===== src/rtl/hamming_link_fifo.sv =====
// Hamming(12,8) link buffer: encodes accepted bytes into a FIFO with optional
// error injection, then decodes/corrects on read and hands bytes to a UART TX.
module hamming_link_fifo #(
  parameter int unsigned DEPTH     = 16,
  parameter int unsigned CNT_WIDTH = 16
) (
  input  logic                     clk,
  input  logic                     arst,
  input  logic                     in_valid,
  input  logic [7:0]               in_data,
  output logic                     in_ready,
  input  logic [1:0]               mode,
  input  logic [3:0]               err_pos,
  output logic                     tx_start,
  output logic [7:0]               tx_data,
  input  logic                     tx_done,
  output logic                     cw_valid,
  output logic [11:0]              cw_data,
  output logic [$clog2(DEPTH):0]   level,
  output logic [CNT_WIDTH-1:0]     corr_cnt,
  output logic [CNT_WIDTH-1:0]     uncorr_cnt,
  output logic [CNT_WIDTH-1:0]     ovf_cnt
);

  localparam int unsigned AW = $clog2(DEPTH);
  localparam int unsigned LW = AW + 1;

  typedef enum logic [1:0] {S_IDLE, S_START, S_WAIT} state_t;

  function automatic logic [11:0] encode(input logic [7:0] d);
    logic [11:0] c;
    c     = '0;
    c[2]  = d[0];
    c[4]  = d[1];
    c[5]  = d[2];
    c[6]  = d[3];
    c[8]  = d[4];
    c[9]  = d[5];
    c[10] = d[6];
    c[11] = d[7];
    c[0]  = d[0] ^ d[1] ^ d[3] ^ d[4] ^ d[6];
    c[1]  = d[0] ^ d[2] ^ d[3] ^ d[5] ^ d[6];
    c[3]  = d[1] ^ d[2] ^ d[3] ^ d[7];
    c[7]  = d[4] ^ d[5] ^ d[6] ^ d[7];
    return c;
  endfunction

  function automatic logic [7:0] extract(input logic [11:0] c);
    return {c[11], c[10], c[9], c[8], c[6], c[5], c[4], c[2]};
  endfunction

  // Entry layout: {bypass flag, 12-bit codeword}
  logic [12:0]    mem [DEPTH];
  logic [AW-1:0]  wr_ptr, rd_ptr;
  logic           full, empty, push, pop;
  logic [11:0]    flip_mask;
  logic [12:0]    wr_word, rd_word;
  logic [3:0]     syn;
  logic [7:0]     dec_data;
  logic           dec_corr, dec_uncorr;
  state_t         state;

  assign full     = (level == LW'(DEPTH));
  assign empty    = (level == '0);
  assign in_ready = ~full;
  assign push     = in_valid & ~full;
  assign pop      = (state == S_IDLE) & ~empty;
  assign rd_word  = mem[rd_ptr];

  // Injection mask; position err_pos+1 wraps 12 -> 1
  always_comb begin
    flip_mask = '0;
    if (err_pos >= 4'd1 && err_pos <= 4'd12) begin
      if (mode == 2'b10 || mode == 2'b11)
        flip_mask = 12'(1) << (err_pos - 4'd1);
      if (mode == 2'b11)
        flip_mask = flip_mask | ((err_pos == 4'd12) ? 12'h001 : (12'(1) << err_pos));
    end
  end

  always_comb begin
    wr_word = {1'b0, encode(in_data) ^ flip_mask};
    if (mode == 2'b01)
      wr_word = {1'b1, 4'b0, in_data};
  end

  // Syndrome decode of the head entry
  always_comb begin
    syn        = '0;
    dec_corr   = 1'b0;
    dec_uncorr = 1'b0;
    for (int i = 1; i <= 12; i++)
      if (rd_word[i-1]) syn = syn ^ 4'(i);
    dec_data = extract(rd_word[11:0]);
    if (rd_word[12]) begin
      dec_data = rd_word[7:0];
    end else if (syn >= 4'd1 && syn <= 4'd12) begin
      dec_data = extract(rd_word[11:0] ^ (12'(1) << (syn - 4'd1)));
      dec_corr = 1'b1;
    end else if (syn != 4'd0) begin
      dec_uncorr = 1'b1;
    end
  end

  always_ff @(posedge clk)
    if (push) mem[wr_ptr] <= wr_word;

  always_ff @(posedge clk or negedge arst) begin
    if (!arst) begin
      wr_ptr   <= '0;
      rd_ptr   <= '0;
      level    <= '0;
      ovf_cnt  <= '0;
      cw_valid <= 1'b0;
      cw_data  <= '0;
    end else begin
      cw_valid <= push;
      if (push) begin
        wr_ptr  <= wr_ptr + AW'(1);
        cw_data <= wr_word[11:0];
      end
      if (pop) rd_ptr <= rd_ptr + AW'(1);
      case ({push, pop})
        2'b10:   level <= level + LW'(1);
        2'b01:   level <= level - LW'(1);
        default: level <= level;
      endcase
      if (in_valid && full && ovf_cnt != '1)
        ovf_cnt <= ovf_cnt + CNT_WIDTH'(1);
    end
  end

  // Read/transmit FSM
  always_ff @(posedge clk or negedge arst) begin
    if (!arst) begin
      state      <= S_IDLE;
      tx_start   <= 1'b0;
      tx_data    <= '0;
      corr_cnt   <= '0;
      uncorr_cnt <= '0;
    end else begin
      tx_start <= 1'b0;
      case (state)
        S_IDLE: if (!empty) begin
          tx_data <= dec_data;
          state   <= S_START;
          if (dec_corr && corr_cnt != '1)
            corr_cnt <= corr_cnt + CNT_WIDTH'(1);
          if (dec_uncorr && uncorr_cnt != '1)
            uncorr_cnt <= uncorr_cnt + CNT_WIDTH'(1);
        end
        S_START: begin
          tx_start <= 1'b1;
          state    <= S_WAIT;
        end
        S_WAIT:  if (tx_done) state <= S_IDLE;
        default: state <= S_IDLE;
      endcase
    end
  end

endmodule

===== config.mk =====
export PLATFORM = sky130hd
export DESIGN_NAME = hamming_link_fifo
export DESIGN_NICKNAME = d
export VERILOG_FILES = /design/src/rtl/hamming_link_fifo.sv
export SDC_FILE = /design/constraint.sdc
export NUM_CORES = 1
export LEC_CHECK = 0
export CAP_MARGIN = 20
export CORE_ASPECT_RATIO = 0.6
export CORE_MARGIN = 5
export CORE_UTILIZATION = 39
export DETAILED_ROUTE_END_ITERATION = 7
export SLEW_MARGIN = 20
export SYNTH_ARGS = -nofsm -noshare
export SYNTH_HDL_FRONTEND = slang
export SYNTH_SLANG_ARGS = --single-unit
export TNS_END_PERCENT = 30

===== constraint.sdc =====
create_clock -name clk -period 7.1 [get_ports clk]
set_input_delay 1.42 -clock clk [delete_from_list [all_inputs] [get_ports clk]]
set_output_delay 1.42 -clock clk [all_outputs]
set_load 0.01 [all_outputs]

-- Word level (Yosys, flattened, before mapping)
Memories as Yosys holds them, arrays and structs flattened.
Cells that the tools add are included.
- eq/ne operators: 14
- magnitude comparators: 4
- shifts and indexed selects: 3
- reductions and logical operators: 15
- bitwise gates (word level): 32
- $add $sub $neg: 9
- multiplexer cells: 32
- operators with widths (kind ; number):
    $mux 12 ; 5
    $add 16x1->16 const B ; 3
    $ne 16x16->1 const B ; 3
    $shl 1x4->12 const A ; 3
    $xor 12x12->12 ; 2
    $mux 4 ; 5
    $mux 8 ; 2
    $xor 1x1->1 ; 14
    $mux 13 ; 1
    $mux 3 ; 4
    $not 2->2 ; 6
    $or 12x12->12 ; 1
    $pmux 5 s2 ; 1
    $mux 1 ; 9
    $add 4x1->4 const B ; 2
    $eq 2x2->1 const B ; 4
    $ge 4x1->1 const B ; 2
    $le 4x4->1 const B ; 2
    $mux 2 ; 4
    $sub 4x1->4 const B ; 2
    $eq 2x1->1 const B ; 3
    $logic_and 1x1->1 ; 6
    $not 3->3 ; 2
    $pmux 2 s3 ; 1
    other kinds (15) ; 22
- memory bits (writable): 208
- memories kept: 1
- flip-flop bits (word level): 85
- output and inout bits: 76
- word-level logic and storage cells: 121
- input bits: 18
- memories (memory ; words ; bits a word ; read ports ; clocked after memory_dff ; write ports ; line ; text):
    mem ; 16 ; 13 ; 1 ; 0 ; 1 ; 53 ; logic [12:0] mem [DEPTH];

-- Depth between registers and ports, before layout
Gate-level depths: netlist of the first run.
An unclocked memory read counts as a cell.
- depth after elaboration: 27
- mapped depth: 16
- depth with buffers taken out: 12

-- Worst setup path before layout of the first run
Ideal clock, no wire load.
- path kind: register to register
- start: reg rd_ptr[0]
- end: reg tx_data[6]
- setup time: 76 ps
- arrival: 3560 ps
- required time: 7024 ps
- stages on the path, launching flop included: 15
- period minus slack after synthesis: 3637 ps
- setup slack: 3463 ps
- cell sequence: dfrtp_1 buf_6 buf_8 buf_8 mux4_2 a221oi_2 xor2_1 xnor2_2 xor2_2 nor2_1 ha_1 nor3_1 nand3_1 xor2_1 o21ai_1
- longest elaborated chain between the ends: 23
- elaborated cells on any way between the ends: 29
- RTL lines (item ; line ; text):
    start, declared ; 54 ; logic [AW-1:0] wr_ptr, rd_ptr;
    start signal, assigned ; 122 ; if (pop) rd_ptr <= rd_ptr + AW'(1);
    $mem_v2 16x13 * ; n/a ;
    $mux 1 ; 93 ; if (rd_word[i-1]) syn = syn ^ 4'(i);
    $mux 2 ; 93 ;
    $not 2->2 (no line) ; n/a ;
    $mux 2 ; 93 ;
    $mux 3 ; 93 ;
    $not 2->2 (no line) ; n/a ;
    $mux 3 (2 in a row) ; 93 ;
    (+4 left out) ; n/a ;
    $mux 4 (2 in a row) ; 93 ;
    $not 3->3 (no line) ; n/a ;
    $mux 4 (2 in a row) ; 93 ;
    $sub 4x1->4 ; 98 ; dec_data = extract(rd_word[11:0] ^ (12'(1) << (syn - 4'd1)));
    $shl 1x4->12 ; 98 ;
    $xor 12x12->12 ; 98 ;
    $mux 8 ; 97 ; end else if (syn >= 4'd1 && syn <= 4'd12) begin
    $mux 8 * ; 95 ; if (rd_word[12]) begin
    end signal, assigned ; 145 ; tx_data <= dec_data;
    end, declared ; 15 ; output logic [7:0] tx_data,
Every way passes the cells marked *; elsewhere a longest branch is shown, timed or not.
A chain may end at the register's enable or synchronous reset.

-- Worst setup path in the final report of the first run
Ends and elaborated chain as after synthesis.

==> results of run 1 <==
-- per-layer routing --
| metal | global-route usage, % | vias to the layer above |
|---|---|---|
| met3 | 3.974 | 32 |
| met5 | 0 | - |
| met4 | 2.270 | 0 |
| li1 | - | 3405 |
| met2 | 21.81 | 235 |
| met1 | 26.54 | 3796 |
-- cell type report --
type / instances / share of cell area [%]
flip-flops and latches: 293 / 54.81
repair buffers: 118 / 7.301
clock inverters: 13 / 0.9249
clock buffers: 36 / 4.968
multi-input cells: 502 / 28.13
inverters: 16 / 0.3929
well taps: 424 / 3.471
-- per-stage QoR --
step / setup slack [ps] / total power, mW
finish: 2384 / 7.417
global route: 2012 / 7.888
CTS: 2341 / 7.461
detailed placement: 2246 / 5.963
global placement: 2379 / 5.930
floorplan: 3463 / 5.072
-- worst max-delay path, delay by kind of cell (launching register included) --
family / cells / cell delay, ps
mux: 1 / 530
buf+inv: 1 / 400
xor+xnor: 4 / 940
flops: 1 / 940
fa+ha+maj: 1 / 380
simple gates: 3 / 680
compound gates: 3 / 730
-- sequential cells by signal, indices dropped and copies added (netlist names) --
register / count
mem: 208
cw_valid: 1
tx_data: 8
ovf_cnt: 16
cw_data: 12
level: 5
uncorr_cnt: 16
rd_ptr: 4
tx_start: 1
state: 2
corr_cnt: 16
wr_ptr: 4
-- power by group through the flow --
stage	Clock [mW]	Combinational, mW	Sequential (mW)
2_1_floorplan	0	2.78	2.30
4_1_cts	1.52	3.55	2.40
5_1_grt	1.59	3.86	2.43
3_3_place_gp	0	3.50	2.43
6_report	1.49	3.54	2.39
3_5_place_dp	0	3.53	2.43
-- cells by family (layout without fill, tap and decap cells) --
logic type      after synthesis  in the layout  share of synthesized area (%)
flops                       293            293                          65.05
simple gates                218            218                          8.467
xor+xnor                    106            106                          7.563
compound gates               86             86                          4.890
mux                          76             76                          10.38
buf+inv                      47            183                          2.032
fa+ha+maj                    16             16                          1.614
-- cell usage in the layout (no fill, tap or decap), types with 26 or more instances in the layout --
master and count:
nand3_1 30, buf_4 26, xor2_1 35, nor2_1 44, edfxtp_1 208, mux4_2 45
dfrtp_1 83, clkdlybuf4s50_1 92, nand2_1 60, clkbuf_16 27, xnor2_1 63
-- final timing paths --
| check | depth (start not counted) | start | slack (ps) | endpoint |
|---|---|---|---|---|
| max | 13 | rd_ptr[0] | 2380 | tx_data[6] |
| min | 1 | state[1] | 470 | tx_start |
| max reg2reg | 13 | rd_ptr[0] | 2380 | tx_data[6] |
| min reg2reg | 1 | state[1] | 470 | tx_start |
| max in group asynchronous | 2 | arst | 5170 | rd_ptr[1] |
| min in group asynchronous | 1 | arst | 760 | uncorr_cnt[9] |
-- cell usage after synthesis (2+ instances only) --
| master | n |
|---|---|
| mux2_2 | 8 |
| xor2_1 | 35 |
| a22o_1 | 2 |
| mux4_2 | 45 |
| o21ai_0 | 17 |
| nor3b_1 | 6 |
| nor2_1 | 48 |
| nand3_1 | 30 |
| buf_2 | 4 |
| nand2_1 | 60 |
| buf_8 | 2 |
| o21ai_1 | 4 |
| xnor2_1 | 65 |
| a221oi_2 | 2 |
| a221o_1 | 3 |
| xnor2_2 | 5 |
| and2_1 | 4 |
| a31oi_1 | 4 |
| mux2i_1 | 21 |
| or3_1 | 2 |
| edfxtp_1 | 208 |
| a22oi_1 | 11 |
| inv_1 | 14 |
| o211ai_1 | 4 |
| nor4_1 | 2 |
| and3_1 | 21 |
| a21o_1 | 3 |
| buf_6 | 5 |
| nor2b_1 | 12 |
| a221oi_1 | 7 |
| dfrtp_1 | 85 |
| nand3b_1 | 3 |
| ha_1 | 15 |
| clkbuf_1 | 17 |
| o31ai_1 | 4 |
| a21oi_1 | 18 |
| nor3_1 | 6 |
| nand2b_1 | 4 |
| mux2_1 | 2 |
| nand4_1 | 13 |
==> flow_metrics.py, run 1 <==
metrics = {
    "worst_setup_path": {
        "critPathMaxFanout": 40,
        "path_class": "reg -> reg",
        "worst_ep_required_time_ps": 7570,
        "crit_top_cell": "xor2_1",
        "crit_arrival_ps": 5190,
        "cp_slowest_cell": "dfrtp_4",
        "crit_chain": "buf_4 -> mux4_2 -> a22o_1 -> a221oi_2 -> xor2_1 -> xnor2_2 -> xor2_2 -> nor2_1 -> ha_1 -> nor3_1 -> nand3_1 -> xor2_1 -> o21ai_1",
        "critPathLaunchType": "flip-flop",
        "end_kind": "flip-flop",
        "cpPeakStageDelay_ps": 940,
    },
    "placed_design": {
        "place_area_mm2": 0.01437,
        "io_buffers": 93,
        "place_inst": 1353,
        "place_hpwl_um": 20300,
        "routabilityCongestion": 0.7903,
    },
    "synthesis": {
        "yosys_warnings": 0,
        "ys_types": 61,
        "synth_area_mm2": 0.01287,
        "synth_seq_area_share_pct": 65.05,
        "yosys.area.top_type": "edfxtp_1",
        "yosysTopAreaCellShare_pct": 48.53,
        "syn_inst": 842,
        "synth_edf_count": 208,
        "synth_ff_type": "edfxtp_1",
        "async_reset_ff_share_pct": 29.01,
        "synth_area_leaders": "edfxtp_1 49%, dfrtp_1 17%, mux4_2 7.9%",
        "avgSynthCellArea_um2": 15.29,
        "synth-seq-cells": 293,
        "syn-num-nets": 876,
    },
    "timing": {
        "setup_tns_ps": 0,
        "rsz0062_at_grt": "false",
        "final_max_slew_viol_count": 0,
        "fin_crit_sh_pct": 66.43,
        "tightestPinTransition_ps": 1115,
        "hold_slack_ps": 470.8,
        "hold_viol": 0,
        "period_needed_ps": 4716,
        "max_freq_mhz": 212.0,
        "fin_skew_ps": 17.44,
        "max_slew_margin_pct": 25.39,
        "setup_viol": 0,
    },
    "clock_tree": {
        "clk_latency_ps": 540,
        "cts_buffer_depth": 3,
        "post_cts_buffers": 0,
        "clkSinkCount": 293,
        "cts_resized": 0,
        "cts.clk_slew.worst_paths_ps": 70,
        "holdBufCountCts": 0,
        "cts-root-buf": "clkbuf_16",
        "cts_tree": "done",
        "numCtsBuffers": 27,
        "cts-htree-levels": 1,
    },
    "die": {
        "start_util_pct": 39.63,
        "dieArea_mm2": 0.03686,
        "chipWidth_um": 244.5,
        "rows": 51,
        "io_pins": 94,
        "die_h_um": 150.7,
        "core_region_area_mm2": 0.03248,
    },
    "finish": {
        "nFillCells": 2798,
        "stdcell_area_mm2": 0.01529,
        "multi_input_comb_area_mm2": 0.004300,
        "seqCellArea_mm2": 0.008378,
        "final_cells": 1402,
        "final_nets": 992,
        "drive_gt1_share_pct": 15.64,
        "fin_util_pct": 47.06,
        "diodes": 0,
        "areaGrowthSynthToFinish_pct": 18.76,
    },
    "min_path": {
        "hold_path.class": "reg -> reg",
    },
    "detailed_routing": {
        "drc": 0,
        "wl_met1_um": 15110,
        "wirelength_um": 29830,
        "postRouteAntennaNets": 0,
        "via_per_inst": 5.327,
        "dr_wl_met3_um": 2392,
        "drt-pass1-iter-count": 5,
        "drt_iter0_drc": 715,
        "routedWlPerCell_um": 21.28,
        "vias": 7468,
        "dr_wl_met2_um": 12020,
        "dr.max_layer_used": "met4",
    },
    "grt": {
        "gr-total-overflow": 0,
        "grt_pass1_wl_um": 45640,
        "grt_start_max_net_pins": 65,
        "antenna_found_initial": 1,
        "grt_pass1_vias": 7469,
        "track_usage_pct": 16.13,
    },
    "power_and_ir_drop": {
        "pwr-share-clk_pct": 20.0,
        "switching_share_pct": 40.51,
        "vdd_ir_drop_max_mv": 0.5649,
        "leakagePower_nw": 5.551,
        "p_sw_mw": 3.005,
        "combPwrFrac_pct": 47.7,
        "p_int_mw": 4.412,
        "p_seq_share_pct": 32.3,
        "powerDensity_mw_per_mm2": 485.2,
    },
    "outcome": {
        "status": "finished, final reports clean",
    },
    "flow_run": {
        "cap_viol_max_count": 0,
    },
}
Power figures use the tool's default switching activity.
==> run 2: changes to the inputs <==
==> constraint.sdc (replaced) <==
create_clock -name clk -period 4.26 [get_ports clk]
set_input_delay 0.852 -clock clk [delete_from_list [all_inputs] [get_ports clk]]
set_output_delay 0.852 -clock clk [all_outputs]
set_load 0.01 [all_outputs]
==> run 2 against run 1 <==
  * Sequential share of layout area fell by 0.62 points
  * Register-to-register slack got worse by 2000 ps
  * Combinational power rose by 86%
  * Clock skew fell by 6.5 ps
  * Routed wire length rose by 1.6%
  * Sequential power rose by 62%
  * Setup slack got worse by 2000 ps
  * Power rose by 72%
  * Largest power group unchanged
==> flow_metrics.py, run 2 (synthesized netlist as in run 1, its figures left out) <==
metrics = {
    "power_and_ir_drop": {
        "vdd_ir_drop_max_mv": 0.8495,
        "powerDensity_mw_per_mm2": 825.0,
        "leakagePower_nw": 5.666,
    },
    "timing": {
        "tightestPinTransition_ps": 1061,
        "max_slew_margin_pct": 29.02,
        "max_freq_mhz": 258.4,
        "fin_crit_sh_pct": 90.84,
        "final_max_slew_viol_count": 0,
        "setup_tns_ps": 0,
        "rsz0062_at_grt": "false",
        "period_needed_ps": 3870,
        "fin_skew_ps": 10.95,
        "setup_viol": 0,
        "hold_viol": 0,
    },
    "worst_setup_path": {
        "worst_ep_required_time_ps": 4730,
        "critPathMaxFanout": 21,
        "critPathLaunchType": "flip-flop",
        "path_class": "reg -> reg",
        "crit_arrival_ps": 4340,
        "end_kind": "flip-flop",
    },
    "detailed_routing": {
        "wl_met1_um": 15560,
        "dr_wl_met3_um": 2179,
        "via_per_inst": 5.231,
        "drt_iter0_drc": 560,
        "wirelength_um": 30310,
        "vias": 7491,
        "postRouteAntennaNets": 0,
        "drt-pass1-iter-count": 4,
        "dr.max_layer_used": "met4",
        "drc": 0,
        "routedWlPerCell_um": 21.16,
        "dr_wl_met2_um": 12190,
    },
    "clock_tree": {
        "cts_resized": 0,
        "cts_buffer_depth": 3,
        "clk_latency_ps": 540,
        "clkSinkCount": 293,
        "cts.clk_slew.worst_paths_ps": 70,
        "post_cts_buffers": 0,
        "holdBufCountCts": 0,
        "cts_tree": "done",
        "cts-htree-levels": 1,
        "cts-root-buf": "clkbuf_16",
        "numCtsBuffers": 27,
    },
    "grt": {
        "antenna_found_initial": 0,
        "track_usage_pct": 16.53,
        "grt_start_max_net_pins": 70,
        "grt_pass1_wl_um": 46580,
        "gr-total-overflow": 0,
        "grt_pass1_vias": 7515,
    },
    "outcome": {
        "status": "finished, final reports clean",
    },
    "finish": {
        "fin_util_pct": 47.60,
        "diodes": 0,
        "final_cell_mix": "208 x edfxtp_1, 92 x clkdlybuf4s50_1, 83 x dfrtp_1",
        "final_nets": 1023,
        "final_common_cell": "edfxtp_1",
        "drive_gt1_share_pct": 17.66,
        "stdcell_area_mm2": 0.01546,
        "final_cells": 1432,
        "largest_reg_flops": 208,
        "nFillCells": 2830,
        "areaGrowthSynthToFinish_pct": 20.12,
        "top_register": "mem",
    },
    "die": {
        "core_region_area_mm2": 0.03248,
        "rows": 51,
        "dieArea_mm2": 0.03686,
        "die_h_um": 150.7,
        "io_pins": 94,
        "start_util_pct": 39.63,
        "chipWidth_um": 244.5,
    },
    "placed_design": {
        "place_hpwl_um": 20810,
        "routabilityCongestion": 0.8086,
        "place_area_mm2": 0.01463,
        "io_buffers": 93,
        "place_inst": 1384,
    },
    "flow_run": {
        "cap_viol_max_count": 0,
    },
    "min_path": {
        "hold_path.class": "in -> async",
    },
}
==> run 2: cell type report <==
cell class / instances / area (um^2) / share of cell area (%)
repair buffers: 149 / 1399 / 9.047
flip-flops and latches: 293 / 8378 / 54.19
clock inverters: 14 / 98.84 / 0.6393
well taps: 424 / 530.5 / 3.431
clock buffers: 34 / 723.2 / 4.678
inverters: 16 / 60.06 / 0.3884
multi-input cells: 502 / 4272 / 27.63
==> run 2: worst max-delay path: stages (launching register included) <==
cell and delay, ps:
dfrtp_4 550, buf_12 200, mux4_2 340, mux2i_1 70, mux2i_1 530, xnor2_1 210
xnor2_2 350, xor2_2 130, nor2_1 290, ha_1 350, nor3_1 330, nand3_1 140
xor2_1 160, o21ai_1 150
==> run 2: routing by layer <==
layer,vias up,global-route usage [%]
li1,3458,-
met1,3795,27.12
met2,207,22.41
met3,31,4.063
met4,0,2.494
met5,-,0
==> run 2: final timing paths <==
| kind | depth (start not counted) | slack [ps] | from | endpoint |
|---|---|---|---|---|
| min in group clk | 1 | 470 | state[1] | tx_start |
| max reg2reg | 13 | 390 | rd_ptr[0] | tx_data[6] |
| max | 13 | 390 | rd_ptr[0] | tx_data[6] |
| min | 1 | 430 | arst | uncorr_cnt[3] |
| max in group asynchronous | 2 | 3010 | arst | cw_data[9] |
| min reg2reg | 1 | 470 | state[1] | tx_start |
==> run 2: stage by stage <==
stage	power (mW)	setup slack, ps	hold WS (ps)
after floorplan	8.454	623.4	425.4
after global placement	10.47	442.4	455.2
after detailed placement	10.50	428.0	458.8
after CTS	12.84	406.4	461.3
after global routing	13.57	142.0	494.3
final	12.76	390.2	427.9
==> run 2: power breakdown <==
| group | switching [mW] | internal, mW | total (mW) |
|---|---|---|---|
| clock | 1.03 | 1.26 | 2.29 |
| combinational | 3.75 | 2.85 | 6.60 |
| sequential | 0.331 | 3.54 | 3.87 |
